## src/rtl/glitch_seq_pkg.sv

```systemverilog
// Shared types and helpers for the glitch/power stimulus sequencer.
// Holds the sequencer state encoding, phase-counter sizing and saturating arithmetic.
package glitch_seq_pkg;

  typedef enum logic [1:0] {
    IDLE  = 2'd0,
    SETUP = 2'd1,
    PULSE = 2'd2,
    HOLD  = 2'd3
  } state_t;

  // Wide enough to count 0 .. max(setup, pulse, hold).
  function automatic int phase_w(input int setup_c, input int pulse_c, input int hold_c);
    int m;
    m = setup_c;
    if (pulse_c > m) m = pulse_c;
    if (hold_c > m) m = hold_c;
    return $clog2(m + 1);
  endfunction

  // Callers size-cast in and out, so one function serves every counter width.
  function automatic logic [63:0] sat_inc(input logic [63:0] val,
                                          input logic [63:0] max_val,
                                          input logic        inc);
    return (inc && (val < max_val)) ? val + 64'd1 : val;
  endfunction

endpackage

```

## src/rtl/glitch_seq_toggle_cnt.sv

```systemverilog
// Toggle monitor: registers obs, flags obs != obs_q while enabled, and keeps
// saturating per-step and running-total toggle counts.
module glitch_seq_toggle_cnt
  import glitch_seq_pkg::*;
#(
  parameter int CNT_W = 8,
  parameter int TOT_W = 10
) (
  input  logic             clk,
  input  logic             rst,
  input  logic             obs,
  input  logic             en,
  input  logic             step_clr,
  input  logic             total_clr,
  output logic [CNT_W-1:0] step_toggles,
  output logic [TOT_W-1:0] total_toggles
);

  localparam logic [63:0] STEP_MAX = (64'd1 << CNT_W) - 64'd1;
  localparam logic [63:0] TOT_MAX  = (64'd1 << TOT_W) - 64'd1;

  logic             r_obs_q;
  logic [CNT_W-1:0] r_step_cnt;
  logic [TOT_W-1:0] r_total_cnt;

  logic             w_toggle;
  logic [CNT_W-1:0] w_step_base;
  logic [CNT_W-1:0] w_step_next;
  logic [TOT_W-1:0] w_total_next;

  assign w_toggle     = en && (obs != r_obs_q);
  // step_clr marks the first cycle of a step, so that cycle counts from zero.
  assign w_step_base  = step_clr ? '0 : r_step_cnt;
  assign w_step_next  = CNT_W'(sat_inc(64'(w_step_base), STEP_MAX, w_toggle));
  assign w_total_next = TOT_W'(sat_inc(64'(r_total_cnt), TOT_MAX, w_toggle));

  always_ff @(posedge clk) begin
    if (rst) begin
      r_obs_q     <= 1'b0;
      r_step_cnt  <= '0;
      r_total_cnt <= '0;
    end else begin
      r_obs_q     <= obs;
      r_step_cnt  <= w_step_next;
      r_total_cnt <= total_clr ? '0 : w_total_next;
    end
  end

  // Counts include the toggle seen in the current cycle, so the value shown
  // alongside step_valid already covers the step's final HOLD cycle.
  assign step_toggles  = w_step_next;
  assign total_toggles = w_total_next;

endmodule

```

## src/rtl/glitch_seq.sv

```systemverilog
// Stimulus sequencer: sweeps static_out through every value with a
// setup / strobe-pulse / hold pattern per step, monitoring obs toggles.
module glitch_seq
  import glitch_seq_pkg::*;
#(
  parameter int STATIC_W     = 2,
  parameter int SETUP_CYCLES = 1,
  parameter int PULSE_CYCLES = 1,
  parameter int HOLD_CYCLES  = 1,
  parameter int CNT_W        = 8
) (
  input  logic                      clk,
  input  logic                      rst,
  input  logic                      start,
  input  logic                      loop,
  input  logic                      obs,
  output logic [STATIC_W-1:0]       static_out,
  output logic                      strobe,
  output logic                      busy,
  output logic                      step_valid,
  output logic [CNT_W-1:0]          step_toggles,
  output logic [CNT_W+STATIC_W-1:0] total_toggles,
  output logic                      done
);

  localparam int PH_W = phase_w(SETUP_CYCLES, PULSE_CYCLES, HOLD_CYCLES);
  localparam logic [PH_W-1:0]     SETUP_LAST = PH_W'(SETUP_CYCLES - 1);
  localparam logic [PH_W-1:0]     PULSE_LAST = PH_W'(PULSE_CYCLES - 1);
  localparam logic [PH_W-1:0]     HOLD_LAST  = PH_W'(HOLD_CYCLES - 1);
  localparam logic [STATIC_W-1:0] STEP_LAST  = '1;

  state_t              r_state, w_state_next;
  logic [PH_W-1:0]     r_phase, w_phase_next;
  logic [STATIC_W-1:0] r_step, w_step_next;
  logic                r_strobe, r_busy, r_step_valid, r_done;
  logic                w_valid_next;

  always_comb begin
    w_state_next = r_state;
    w_phase_next = r_phase;
    w_step_next  = r_step;
    unique case (r_state)
      IDLE: begin
        if (start) begin
          w_state_next = SETUP;
          w_phase_next = '0;
          w_step_next  = '0;
        end
      end
      SETUP: begin
        if (r_phase == SETUP_LAST) begin
          w_state_next = PULSE;
          w_phase_next = '0;
        end else begin
          w_phase_next = r_phase + PH_W'(1);
        end
      end
      PULSE: begin
        if (r_phase == PULSE_LAST) begin
          w_state_next = HOLD;
          w_phase_next = '0;
        end else begin
          w_phase_next = r_phase + PH_W'(1);
        end
      end
      HOLD: begin
        if (r_phase == HOLD_LAST) begin
          w_phase_next = '0;
          if (r_step == STEP_LAST) begin
            // Without loop the step value is left on static_out while idle.
            w_state_next = loop ? SETUP : IDLE;
            w_step_next  = loop ? '0 : r_step;
          end else begin
            w_state_next = SETUP;
            w_step_next  = r_step + STATIC_W'(1);
          end
        end else begin
          w_phase_next = r_phase + PH_W'(1);
        end
      end
      default: w_state_next = IDLE;
    endcase
  end

  assign w_valid_next = (w_state_next == HOLD) && (w_phase_next == HOLD_LAST);

  // Outputs are registered from the next-state values so they line up with the state.
  always_ff @(posedge clk) begin
    if (rst) begin
      r_state      <= IDLE;
      r_phase      <= '0;
      r_step       <= '0;
      r_strobe     <= 1'b0;
      r_busy       <= 1'b0;
      r_step_valid <= 1'b0;
      r_done       <= 1'b0;
    end else begin
      r_state      <= w_state_next;
      r_phase      <= w_phase_next;
      r_step       <= w_step_next;
      r_strobe     <= (w_state_next == PULSE);
      r_busy       <= (w_state_next != IDLE);
      r_step_valid <= w_valid_next;
      r_done       <= w_valid_next && (w_step_next == STEP_LAST);
    end
  end

  glitch_seq_toggle_cnt #(
    .CNT_W(CNT_W),
    .TOT_W(CNT_W + STATIC_W)
  ) u_toggle_cnt (
    .clk          (clk),
    .rst          (rst),
    .obs          (obs),
    .en           (r_busy),
    .step_clr     ((r_state == SETUP) && (r_phase == '0)),
    .total_clr    ((r_state == IDLE) && start),
    .step_toggles (step_toggles),
    .total_toggles(total_toggles)
  );

  assign static_out = r_step;
  assign strobe     = r_strobe;
  assign busy       = r_busy;
  assign step_valid = r_step_valid;
  assign done       = r_done;

endmodule

```

## config.mk

```make
export PLATFORM = sky130hd
export DESIGN_NAME = glitch_seq
export DESIGN_NICKNAME = d
export VERILOG_FILES = /design/src/rtl/glitch_seq_pkg.sv /design/src/rtl/glitch_seq_toggle_cnt.sv /design/src/rtl/glitch_seq.sv
export SDC_FILE = /design/constraint.sdc
export NUM_CORES = 1
export LEC_CHECK = 0
export CAP_MARGIN = 25
export CORE_UTILIZATION = 52
export DETAILED_ROUTE_END_ITERATION = 8
export HOLD_SLACK_MARGIN = 0.08
export PLACE_DENSITY_LB_ADDON = 0.3
export SETUP_SLACK_MARGIN = 0.2
export SYNTH_ARGS = -nofsm -noshare
export SYNTH_HDL_FRONTEND = slang
export SYNTH_SLANG_ARGS = --single-unit
```

## constraint.sdc

```tcl
create_clock -name clk -period 2.45 [get_ports clk]
set_input_delay 0.245 -clock clk [delete_from_list [all_inputs] [get_ports clk]]
set_output_delay 0.245 -clock clk [all_outputs]
set_load 0.005 [all_outputs]
```

; Word level (Yosys, flattened, before mapping)
; Cells that the tools add are included.
[word_totals]
regBits = 28
input_bits = 5
output_inout_bits = 24
elab_cells = 55
[classes]
addsub = 4
n_lt_le_gt_ge = 2
eq_ne = 8
mux = 18
bitwise_logic = 2
n_reduce_logical = 11
[ops]
columns = operator, n
row1 = 2-bit 2-to-1 mux, 8
row2 = 8-bit 2-to-1 mux, 2
row3 = "2-bit equality test, second input constant", 6
row4 = "10-bit by 1-bit adder with 10-bit output, second input constant", 1
row5 = "10-bit < comparator, second input constant", 1
row6 = 10-bit 2-to-1 mux, 1
row7 = "8-bit by 1-bit adder with 8-bit output, second input constant", 1
row8 = "8-bit < comparator, second input constant", 1
row9 = 2-bit one-hot mux with 4 select lines, 1
row10 = 1-bit logical AND, 7
row11 = 1-bit 2-to-1 mux, 4
row12 = 2-bit one-hot mux with 2 select lines, 1
row13 = 3-bit OR reduction, 1
row14 = "2-bit by 1-bit adder with 2-bit output, second input constant", 1
row15 = "2-bit by 1-bit equality test with 1-bit output, second input constant", 1
row16 = 2-bit zero test, 1
row17 = 1-bit NOT, 2
row18 = 1-bit one-hot mux with 2 select lines, 1
row19 = 2-bit nonzero test, 1
row20 = 2-bit OR reduction, 1
row21 = "1-bit adder, second input constant", 1
row22 = 1-bit != test, 1

; Longest topological paths before layout
; Gate-level depths: netlist of the first run.
[depth]
depth_word = 7
depth_mapped = 10
mapped_depth_nobuf = 10

; Hierarchy
; Synthesis of the first run repeated with hierarchy kept, for this count alone.
[unflattened]
hier_cells = 195
area_unflattened_um2 = 1597.8
[by_module_without_submodules]
columns = mod, instances, cells_per_inst, area_per_inst_um2, seq_area_each_um2
row1 = glitch_seq_toggle_cnt, 1, 137, 1072.3, 380.4
row2 = glitch_seq, 1, 58, 525.5, 180.2

; Worst setup path before layout of the first run
; No wires, ideal clock.
[synth_timing]
path_type = register to output
startpoint = register r_state[1]
endpoint = output port step_toggles[5]
arrival_ns = 1.972
required_time_ns = 2.205
slack_ns = 0.233
stages_incl_launch_ff = 10
path_buffers = 0
path_cell_list = dfxtp_1 -> inv_1 -> ha_1 -> nand2b_1 -> nand2_1 -> inv_1 -> ha_1 -> a311o_1 -> or3_1 -> a21oi_1
[synth_between]
elab_chain_cells = 6
[synth_lines]
columns = element, line
row1 = from (decl), glitch_seq.sv:32  ; state_t r_state, w_state_next;
row2 = from (signal assigned), glitch_seq.sv:98  ; r_state <= w_state_next;
row3 = 2-bit by 1-bit equality test with 1-bit output (*), glitch_seq.sv:116  ; .step_clr ((r_state == SETUP) && (r_phase == '0)),
row4 = 1-bit logical AND (*), glitch_seq.sv:116
row5 = 8-bit 2-to-1 mux (*), glitch_seq_toggle_cnt.sv:33  ; assign w_step_base = step_clr ? '0 : r_step_cnt;
row6 = 8-bit < comparator, glitch_seq_pkg.sv:25  ; return (inc && (val < max_val)) ? val + 64'd1 : val;
row7 = 1-bit logical AND, glitch_seq_pkg.sv:25
row8 = 8-bit 2-to-1 mux (*), glitch_seq_pkg.sv:25
row9 = to (decl), glitch_seq.sv:21  ; output logic [CNT_W-1:0] step_toggles,
; Mark *: on every way between the ends. The rest lies on a longest branch, timed or not.

; Worst setup path in the final report of the first run
[layout_timing]
startpoint = register r_state[1]
endpoint = output port step_toggles[4]
; Same word-level chain as after synthesis.

==> results_dict.tcl, run 1 <==
set metrics [dict create \
    status "finished, violations left" \
    violations "negative setup slack" \
    chipHeight_um 57.26 \
    finalCriticalPeriod_ns 2.636 \
    synthTopCellsByArea "dfxtp_1 35%, ha_1 6.3%, a21oi_1 3.5%" \
    post_drt_wl_per_cell_um 22.55 \
    finalCritPeriodShare 1.076 \
    drt_iter0_drc 212 \
    synth_area_mm2 0.001588 \
    placed_area_mm2 0.002022 \
    antenna_found_initial 0 \
    gp_congestion 0.8827 \
    final_util 0.9169 \
    fmax_mhz 379.4 \
    synth_top_area_frac 0.3530 \
    synthArstFlopShare 0 \
    dp_hpwl_um 2977 \
    cp.arrival_ns 2.39 \
    finalMaxSlewViolations 0 \
    crit_type "register to output pin" \
    rsz0062_at_grt "yes" \
    synthTopCellsByCount "28 x dfxtp_1, 14 x nor2_1, 13 x nand2_1" \
    viasPerCell 6.763 \
    grt_pass1_vias 1892 \
    path_cells "inv_2, ha_4, nand2b_4, nand2_4, inv_4, ha_4, buf_6, nand4_1, a311oi_2, xnor2_1, nor2_1, buf_2" \
    synth.distinct_cells 45 \
    vias 2029 \
    synth_xor_area_frac 0.04334 \
    cts_tree "done" \
    clock-root-buffer "clkbuf_4" \
    firstDrtPassIters 5 \
    drt_wl_total_um 6764 \
    start_util 0.5613 \
    post-synth-top-count-cell "dfxtp_1" \
    start_kind "register" \
    gr-usage-all-layers 0.3477 \
    hp-class "input pin to register" \
    setup_ws_ns -0.1855 \
    critPathMaxFanout 5 \
    ys_warn_count 0 \
    r2r_slack_ns 0.25 \
    crit_required_ns 2.20 \
    die_width_um 57.26 \
    leakage_nw 1.198 \
    setup_violations 7 \
    slew-limit-headroom 0.5842 \
    worst_r2r_path_depth 9 \
    max_cap_viol_count 0 \
    worst_path_most_repeated_cell "ha_4" \
    synth_edf_count 0 \
    clock_latency_ns 0.34 \
    synth_top_family_by_area "simple AND/OR/NAND/NOR gates" \
    cts_buffers 3 \
    max_stage_delay_ns 0.39 \
    synth_area_per_cell_um2 8.583 \
    cts.reportedPaths.clkPinSlew_ns 0.17 \
    io_buffers 28 \
    synth-simple-area-share 0.2837 \
    cts_hold_buf 0 \
    irDropWorstVdd_uv 646.2 \
    synthAdderAreaFrac 0.06304 \
    cts_buffer_depth 2 \
    overflow 0 \
    hold_depth 2 \
    core_area_mm2 0.002829 \
    grt_max_degree 17 \
    htree_levels 1 \
    cts.sinks 28 \
    end_kind "output pin" \
    muxShareOfSynthArea 0.05280 \
    synth_compound_area_frac 0.1702 \
    detail-route-antenna-nets 0 \
    antenna_cells 0 \
    fin_worst_skew_ns 0.005224 \
    tightest_slew_ns 0.6218 \
    yosysSeqAreaShare 0.3530 \
    grt_first_pass_wirelength_um 8852 \
    synthFlopType "dfxtp_1" \
    die-area_mm2 0.003278 \
    io_pins 29 \
    syn_inst 185 \
    synth-seq-cells 28 \
    drive_gt1_frac 0.4684 \
    rows 19 \
    cellPowerDensity_mw_per_mm2 638.9 \
    synth_top_cell_by_area "dfxtp_1" \
    syn_to_final_growth_pct 63.36 \
    drc 0 \
    crit_slowest_cell "a311oi_2" \
    hold_viol 0 \
    synth_nets 198 \
    fin_area_mm2 0.002594 \
    fin_nets 283 \
]
routing by layer:
layer	up-vias	global-route usage	part of all wire
li1	843	-	-
met1	973	0.4142	0.38
met2	166	0.6202	0.48
met3	47	0.03855	0.092
met4	0	0.1707	0.051
met5	-	0	0
metrics by stage:
step	worst slack (ns)	cells	hold WS, ns	power (mW)	setup TNS (ns)
finish	-0.1855	300	0.3852	1.657	-0.5942
global route	-0.2521	300	0.3788	1.722	-1.161
global placement	-0.04587	258	0.4759	1.052	-0.1252
CTS	-0.04903	288	0.3599	1.501	-0.06474
floorplan	0.2331	185	0.3166	0.8437	0
detailed placement	-0.2316	258	0.5141	1.083	-0.6786
kinds of logic after synthesis:
family / Yosys count
AO/OA/AOI/OAI: 38
adder cells (fa/ha/maj): 8
XOR/XNOR: 7
buffers and inverters: 14
flip-flops: 28
AND/OR/NAND/NOR: 82
multiplexers: 8
report_power, final:
part,leakage (nW),internal [mW],switching (mW)
registers,0.233,0.502,0.0450
clock network,0.0279,0.165,0.155
logic,0.937,0.377,0.413
total,1.20,1.04,0.613
repair_timing:
item | CTS | global route
pin swaps | 23 | 17
resized for setup | 90 | 31
buffers inserted | 26 | 12
setup endpoints to repair | 17 | 14
hold endpoints to repair | 0 | 0
sequential cells by signal, indices dropped and copies added (netlist names):
signal / cells
r_phase: 1
strobe: 1
busy: 1
step_valid: 1
static_out: 2
u_toggle_cnt.r_obs_q: 1
u_toggle_cnt.r_total_cnt: 10
done: 1
u_toggle_cnt.r_step_cnt: 8
r_state: 2
path summary, 6_finish.rpt:
kind,start,to
worst max register to register,r_state[1]$_SDFF_PP0_,done$_SDFF_PP0_
worst min register to register,u_toggle_cnt.r_total_cnt[3]$_SDFF_PP0_,u_toggle_cnt.r_total_cnt[3]$_SDFF_PP0_
worst min-delay path,obs,u_toggle_cnt.r_obs_q$_SDFF_PP0_
worst max-delay path,r_state[1]$_SDFF_PP0_,step_toggles[4]
critical path: cells and delay by family, from the launching register on:
| family | cells | cell delay [ns] |
|---|---|---|
| buf+inv | 4 | 0.38 |
| flops | 1 | 0.37 |
| xor+xnor | 1 | 0.24 |
| fa+ha+maj | 2 | 0.30 |
| simple gates | 4 | 0.37 |
| compound gates | 1 | 0.39 |
cell usage in the layout (no fill, tap or decap), types with 6 or more instances in the layout:
| cell type | Yosys | routed |
|---|---|---|
| nand2_1 | 13 | 9 |
| clkdlybuf4s50_1 | 0 | 9 |
| inv_1 | 11 | 8 |
| buf_4 | 0 | 50 |
| nand4_1 | 8 | 8 |
| and2_1 | 6 | 6 |
| buf_2 | 1 | 9 |
| nor2_1 | 14 | 12 |
| dfxtp_1 | 28 | 16 |
| a21oi_1 | 11 | 9 |
| dfxtp_2 | 0 | 9 |
| nor2b_1 | 7 | 6 |
area by class of cell:
class	instances	area, µm²
clock inverter	1	30.03
sequential	28	583.1
multi-input combinational	143	1217
tap	31	38.79
timing repair buffer	83	658.1
inverter	11	43.79
fill	112	235.2
clock buffer	3	22.52
(Power assumes the default switching activity.)
==> inputs of run 2 (changes only) <==
CORE_UTILIZATION = 50   (was 52)
==> run 2 against run 1 <==
Compared with the run above: the run still ends with negative setup slack left; sequential share of layout area shrank 0.55 points; total power shrank 2.0%; sequential cell count is the same; clock power shrank 2%; via count shrank 4.6%; maximum frequency shrank 0.96%; global-route usage shrank 1.2 points; setup slack lost 0.025 ns; hold slack gained 0.014 ns; largest power group unchanged.
==> results_dict.tcl, run 2 (same netlist as run 1, synthesis figures left out) <==
set metrics [dict create \
    violations "negative setup slack" \
    finalCritPeriodShare 1.086 \
    final_util 0.8723 \
    max_stage_delay_ns 0.37 \
    end_kind "output pin" \
    vias 1935 \
    dp_cells 273 \
    drt_iter0_drc 157 \
    dp_hpwl_um 3023 \
    htree_levels 1 \
    finalMaxSlewViolations 0 \
    die_width_um 58.35 \
    cts.reportedPaths.clkPinSlew_ns 0.16 \
    rsz0062_at_grt "yes" \
    cp.arrival_ns 2.42 \
    start_kind "register" \
    path_cells "inv_2, ha_4, nand2b_4, nand2_4, inv_4, ha_4, buf_6, buf_6, buf_6, nand4_1, a311oi_2, xnor2_1, nor2_1, buf_2" \
    worst_path_most_repeated_cell "buf_6" \
    overflow 0 \
    gp_congestion 0.8129 \
    cts_buffer_depth 2 \
    syn_to_final_growth_pct 66.35 \
    slew-limit-headroom 0.5780 \
    power.total_mw 1.624 \
    cts.sinks 28 \
    nFillCells 150 \
    clock-root-buffer "clkbuf_4" \
    start_util 0.5244 \
    antenna_cells 0 \
    irDropWorstVdd_uv 532.5 \
    fmax_mhz 375.8 \
    mostFrequentLayoutCell "buf_4" \
    drt_wl_total_um 6181 \
    cellPowerDensity_mw_per_mm2 614.8 \
    antenna_found_initial 0 \
    io_pins 29 \
    regMostFlops "u_toggle_cnt.r_total_cnt" \
    crit_required_ns 2.20 \
    max_cap_viol_count 0 \
    ff_latch_area_um2 579.3 \
    setup_ws_ns -0.2110 \
    status "finished, violations left" \
    core_area_mm2 0.003028 \
    crit_type "register to output pin" \
    firstDrtPassIters 7 \
    grt_max_degree 17 \
    viasPerCell 6.222 \
    io_buffers 28 \
    final_cell_mix "43 x buf_4, 17 x dfxtp_1, 11 x nor2_1" \
    grt_pass1_vias 1751 \
    cts_buffers 3 \
    fin_nets 281 \
    chipHeight_um 58.35 \
    clock_latency_ns 0.34 \
    multi_input_area_mm2 0.001234 \
    largest_reg_flops 10 \
    crit_slowest_cell "dfxtp_2" \
    post_drt_wl_per_cell_um 19.87 \
    stdcell_count 311 \
    tightest_slew_ns 0.6277 \
    setup_violations 7 \
    reg_top3 "u_toggle_cnt.r_total_cnt (10), u_toggle_cnt.r_step_cnt (8)" \
    finalCriticalPeriod_ns 2.661 \
    gr-usage-all-layers 0.3361 \
    drive_gt1_frac 0.4719 \
    leakage_nw 1.166 \
    hold_viol 0 \
    detail-route-antenna-nets 0 \
    cts_tree "done" \
    fin_worst_skew_ns 0.007453 \
    drc 0 \
    critPathMaxFanout 5 \
    grt_first_pass_wirelength_um 8618 \
    hp-class "input pin to register" \
    rows 20 \
    die-area_mm2 0.003405 \
]
run 2: worst max-delay path: cells and delay by family, from the launching register on:
family / cells / cell delay (ns)
buf+inv: 6 / 0.54
simple gates: 4 / 0.38
flops: 1 / 0.37
fa+ha+maj: 2 / 0.29
compound gates: 1 / 0.29
xor+xnor: 1 / 0.20
run 2: what timing repair did:
item	CTS	global route
setup endpoints to repair	18	15
hold buffers	0	0
resized for setup	104	24
buffers inserted	26	8
pin swaps	24	14
run 2: power by group:
group,switching (mW),internal (mW)
sequential,0.0387,0.503
clock,0.147,0.166
combinational,0.396,0.373
run 2: per-stage QoR:
stage                     worst slack (ns)  setup TNS (ns)  hold WS [ns]  cell area, µm²
after global placement            -0.03765        -0.09908        0.4712            2053
after detailed placement           -0.1950         -0.7693        0.4900            2053
final                              -0.2110          -1.039        0.3989            2641
after floorplan                     0.2331               0        0.3166            1588
after CTS                          -0.1549         -0.4907        0.3888            2476
after global routing               -0.3334          -1.642        0.3920            2641
run 2: layout make-up:
type,count,share of cell area
Clock buffer,3,0.008527
Clock inverter,1,0.01137
Inverter,11,0.01753
Multi-Input combinational cell,143,0.4671
Sequential cell,28,0.2193
Tap cell,44,0.02084
Timing Repair Buffer,81,0.2553
run 2: final timing paths:
path	cells past startpoint	end	from	slack [ns]
max	14	step_toggles[4]	r_state[1]$_SDFF_PP0_	-0.21
min	2	u_toggle_cnt.r_obs_q$_SDFF_PP0_	obs	0.40
max reg2reg	16	u_toggle_cnt.r_step_cnt[2]$_SDFF_PP0_	r_state[1]$_SDFF_PP0_	0.26
min reg2reg	2	u_toggle_cnt.r_total_cnt[8]$_SDFF_PP0_	u_toggle_cnt.r_total_cnt[8]$_SDFF_PP0_	0.54
run 2: routing by layer:
metal,global-route usage,vias to the layer above,share of wire
li1,-,841,-
met1,0.3953,945,0.38
met2,0.6305,118,0.49
met3,0.03077,31,0.073
met4,0.1259,0,0.050
met5,0,-,0
==> inputs of run 3 (changes only) <==
SETUP_SLACK_MARGIN = 0.3   (was 0.2)
==> run 3 against run 2 <==
Compared with the run above: the flow still finishes with violations (negative setup slack); combinational power increased by 6.5%; clock-buffer cell count increased by 1; sequential power hardly changed; maximum frequency increased by 1.3%; register-to-register slack about the same; critical path depth is 3 lower; sequential cell count stayed put; via count is 5.8% higher; setup slack better by 0.035 ns.
==> results_dict.tcl, run 3 (same netlist as run 1, synthesis figures left out) <==
set metrics [dict create \
    worst_path_most_repeated_cell "ha_4" \
    crit_type "register to output pin" \
    hp-class "input pin to register" \
    slew-limit-headroom 0.5444 \
    crit_required_ns 2.20 \
    die_width_um 58.35 \
    max_cap_viol_count 0 \
    grt_max_degree 16 \
    dp_cells 272 \
    die-area_mm2 0.003405 \
    cts_buffers 3 \
    status "finished, violations left" \
    detail-route-antenna-nets 0 \
    start_kind "register" \
    drt_iter0_drc 285 \
    cp.arrival_ns 2.38 \
    syn_to_final_growth_pct 71.47 \
    end_kind "output pin" \
    max_stage_delay_ns 0.35 \
    path_cells "inv_2, ha_4, nand2b_4, nand2_4, inv_4, ha_4, a311o_1, buf_4, or3_4, a21oi_2, buf_2" \
    tightest_slew_ns 0.6777 \
    reg_top3 "u_toggle_cnt.r_total_cnt (10), u_toggle_cnt.r_step_cnt (8)" \
    power.total_mw 1.596 \
    dp_slack_ns -0.1055 \
    rows 20 \
    viasPerCell 6.478 \
    drive_gt1_frac 0.5221 \
    rsz0062_at_grt "yes" \
    clock-root-buffer "clkbuf_4" \
    htree_levels 1 \
    setup_violations 5 \
    critPathMaxFanout 3 \
    cts_hold_buf 0 \
    gr-usage-all-layers 0.3565 \
    cts.reportedPaths.clkPinSlew_ns 0.15 \
    regMostFlops "u_toggle_cnt.r_total_cnt" \
    drc 0 \
    vias 2047 \
    cts_tree "done" \
    crit_slowest_cell "dfxtp_2" \
    leakage_nw 1.173 \
    grt_pass1_vias 1884 \
    finalMaxSlewViolations 0 \
    fin_nets 286 \
    antenna_cells 0 \
    placed_area_mm2 0.002073 \
    overflow 0 \
    cellPowerDensity_mw_per_mm2 586.0 \
    fin_worst_skew_ns 0.008285 \
    io_buffers 28 \
    final.setup.tns_ns -0.4216 \
    hold_ws_ns 0.3720 \
    setup_ws_ns -0.1761 \
    io_pins 29 \
    cts.sinks 28 \
    chipHeight_um 58.35 \
    firstDrtPassIters 5 \
    fin_area_mm2 0.002723 \
    start_util 0.5244 \
    dp_hpwl_um 2904 \
    finalCritPeriodShare 1.072 \
    gp_congestion 0.8640 \
    final_cell_mix "51 x buf_4, 16 x dfxtp_1, 11 x nor2_1, 10 x nand2_1" \
    antenna_found_initial 0 \
    core_area_mm2 0.003028 \
    mostFrequentLayoutCell "buf_4" \
    drt_wl_total_um 7322 \
    largest_reg_flops 10 \
    final_util 0.8992 \
    hold_viol 0 \
    cts_buffer_depth 2 \
    irDropWorstVdd_uv 567.0 \
    grt_first_pass_wirelength_um 9073 \
    clock_latency_ns 0.34 \
    stdcell_count 316 \
    post_drt_wl_per_cell_um 23.17 \
    finalCriticalPeriod_ns 2.626 \
    violations "negative setup slack" \
    fmax_mhz 380.8 \
]
-- run 3: changes by cell type in the layout (fill, tap and decap cells not counted), sizes merged --
cell,delta
buf,+5
bufinv,-1
clkbuf,+3
clkdlybuf4s15,+1
dlygate4sd2,-1
dlymetal6s2s,-2
-- run 3: routing by layer --
| layer | share of wire | global-route usage | up-vias |
|---|---|---|---|
| met5 | 0 | 0 | - |
| met4 | 0.057 | 0.1973 | 0 |
| met3 | 0.086 | 0.04615 | 48 |
| met2 | 0.49 | 0.6322 | 170 |
| met1 | 0.37 | 0.4159 | 980 |
| li1 | - | - | 849 |
-- run 3: cell type report --
class                   count  area (µm²)
multi-input cells         143        1320
fillers                   124       305.3
inverters                  11       43.79
repair buffers             86       684.4
well taps                  44       55.05
flip-flops and latches     28       583.1
clock buffers               4       36.28
-- run 3: what timing repair did --
action / CTS / global route
buffers inserted: 30 / 10
pin swaps: 27 / 16
endpoints found under the hold margin: 0 / 0
gates resized for setup: 108 / 35
endpoints found under the setup margin: 18 / 18
-- run 3: final timing paths --
path	from	to	slack (ns)	cells after the start
setup / recovery	r_state[1]$_SDFF_PP0_	step_toggles[7]	-0.18	11
hold / removal	obs	u_toggle_cnt.r_obs_q$_SDFF_PP0_	0.37	2
setup reg to reg	r_state[1]$_SDFF_PP0_	u_toggle_cnt.r_step_cnt[4]$_SDFF_PP0_	0.27	14
hold reg to reg	u_toggle_cnt.r_total_cnt[3]$_SDFF_PP0_	u_toggle_cnt.r_total_cnt[3]$_SDFF_PP0_	0.61	2
-- run 3: worst max-delay path, delay by kind of cell, from the launching register on --
kind	cells	cell delay, ns
AOI/OAI and AO/OA	2	0.48
DFF	1	0.35
buffers and inverters	4	0.40
and+or+nand+nor	3	0.51
adders and majority gates	2	0.31
-- run 3: power breakdown --
part           internal [mW]  total (mW)  switching, mW
Clock                 0.0912       0.233          0.142
Combinational          0.376       0.819          0.444
Sequential             0.501       0.543         0.0419
Total                  0.968        1.60          0.627
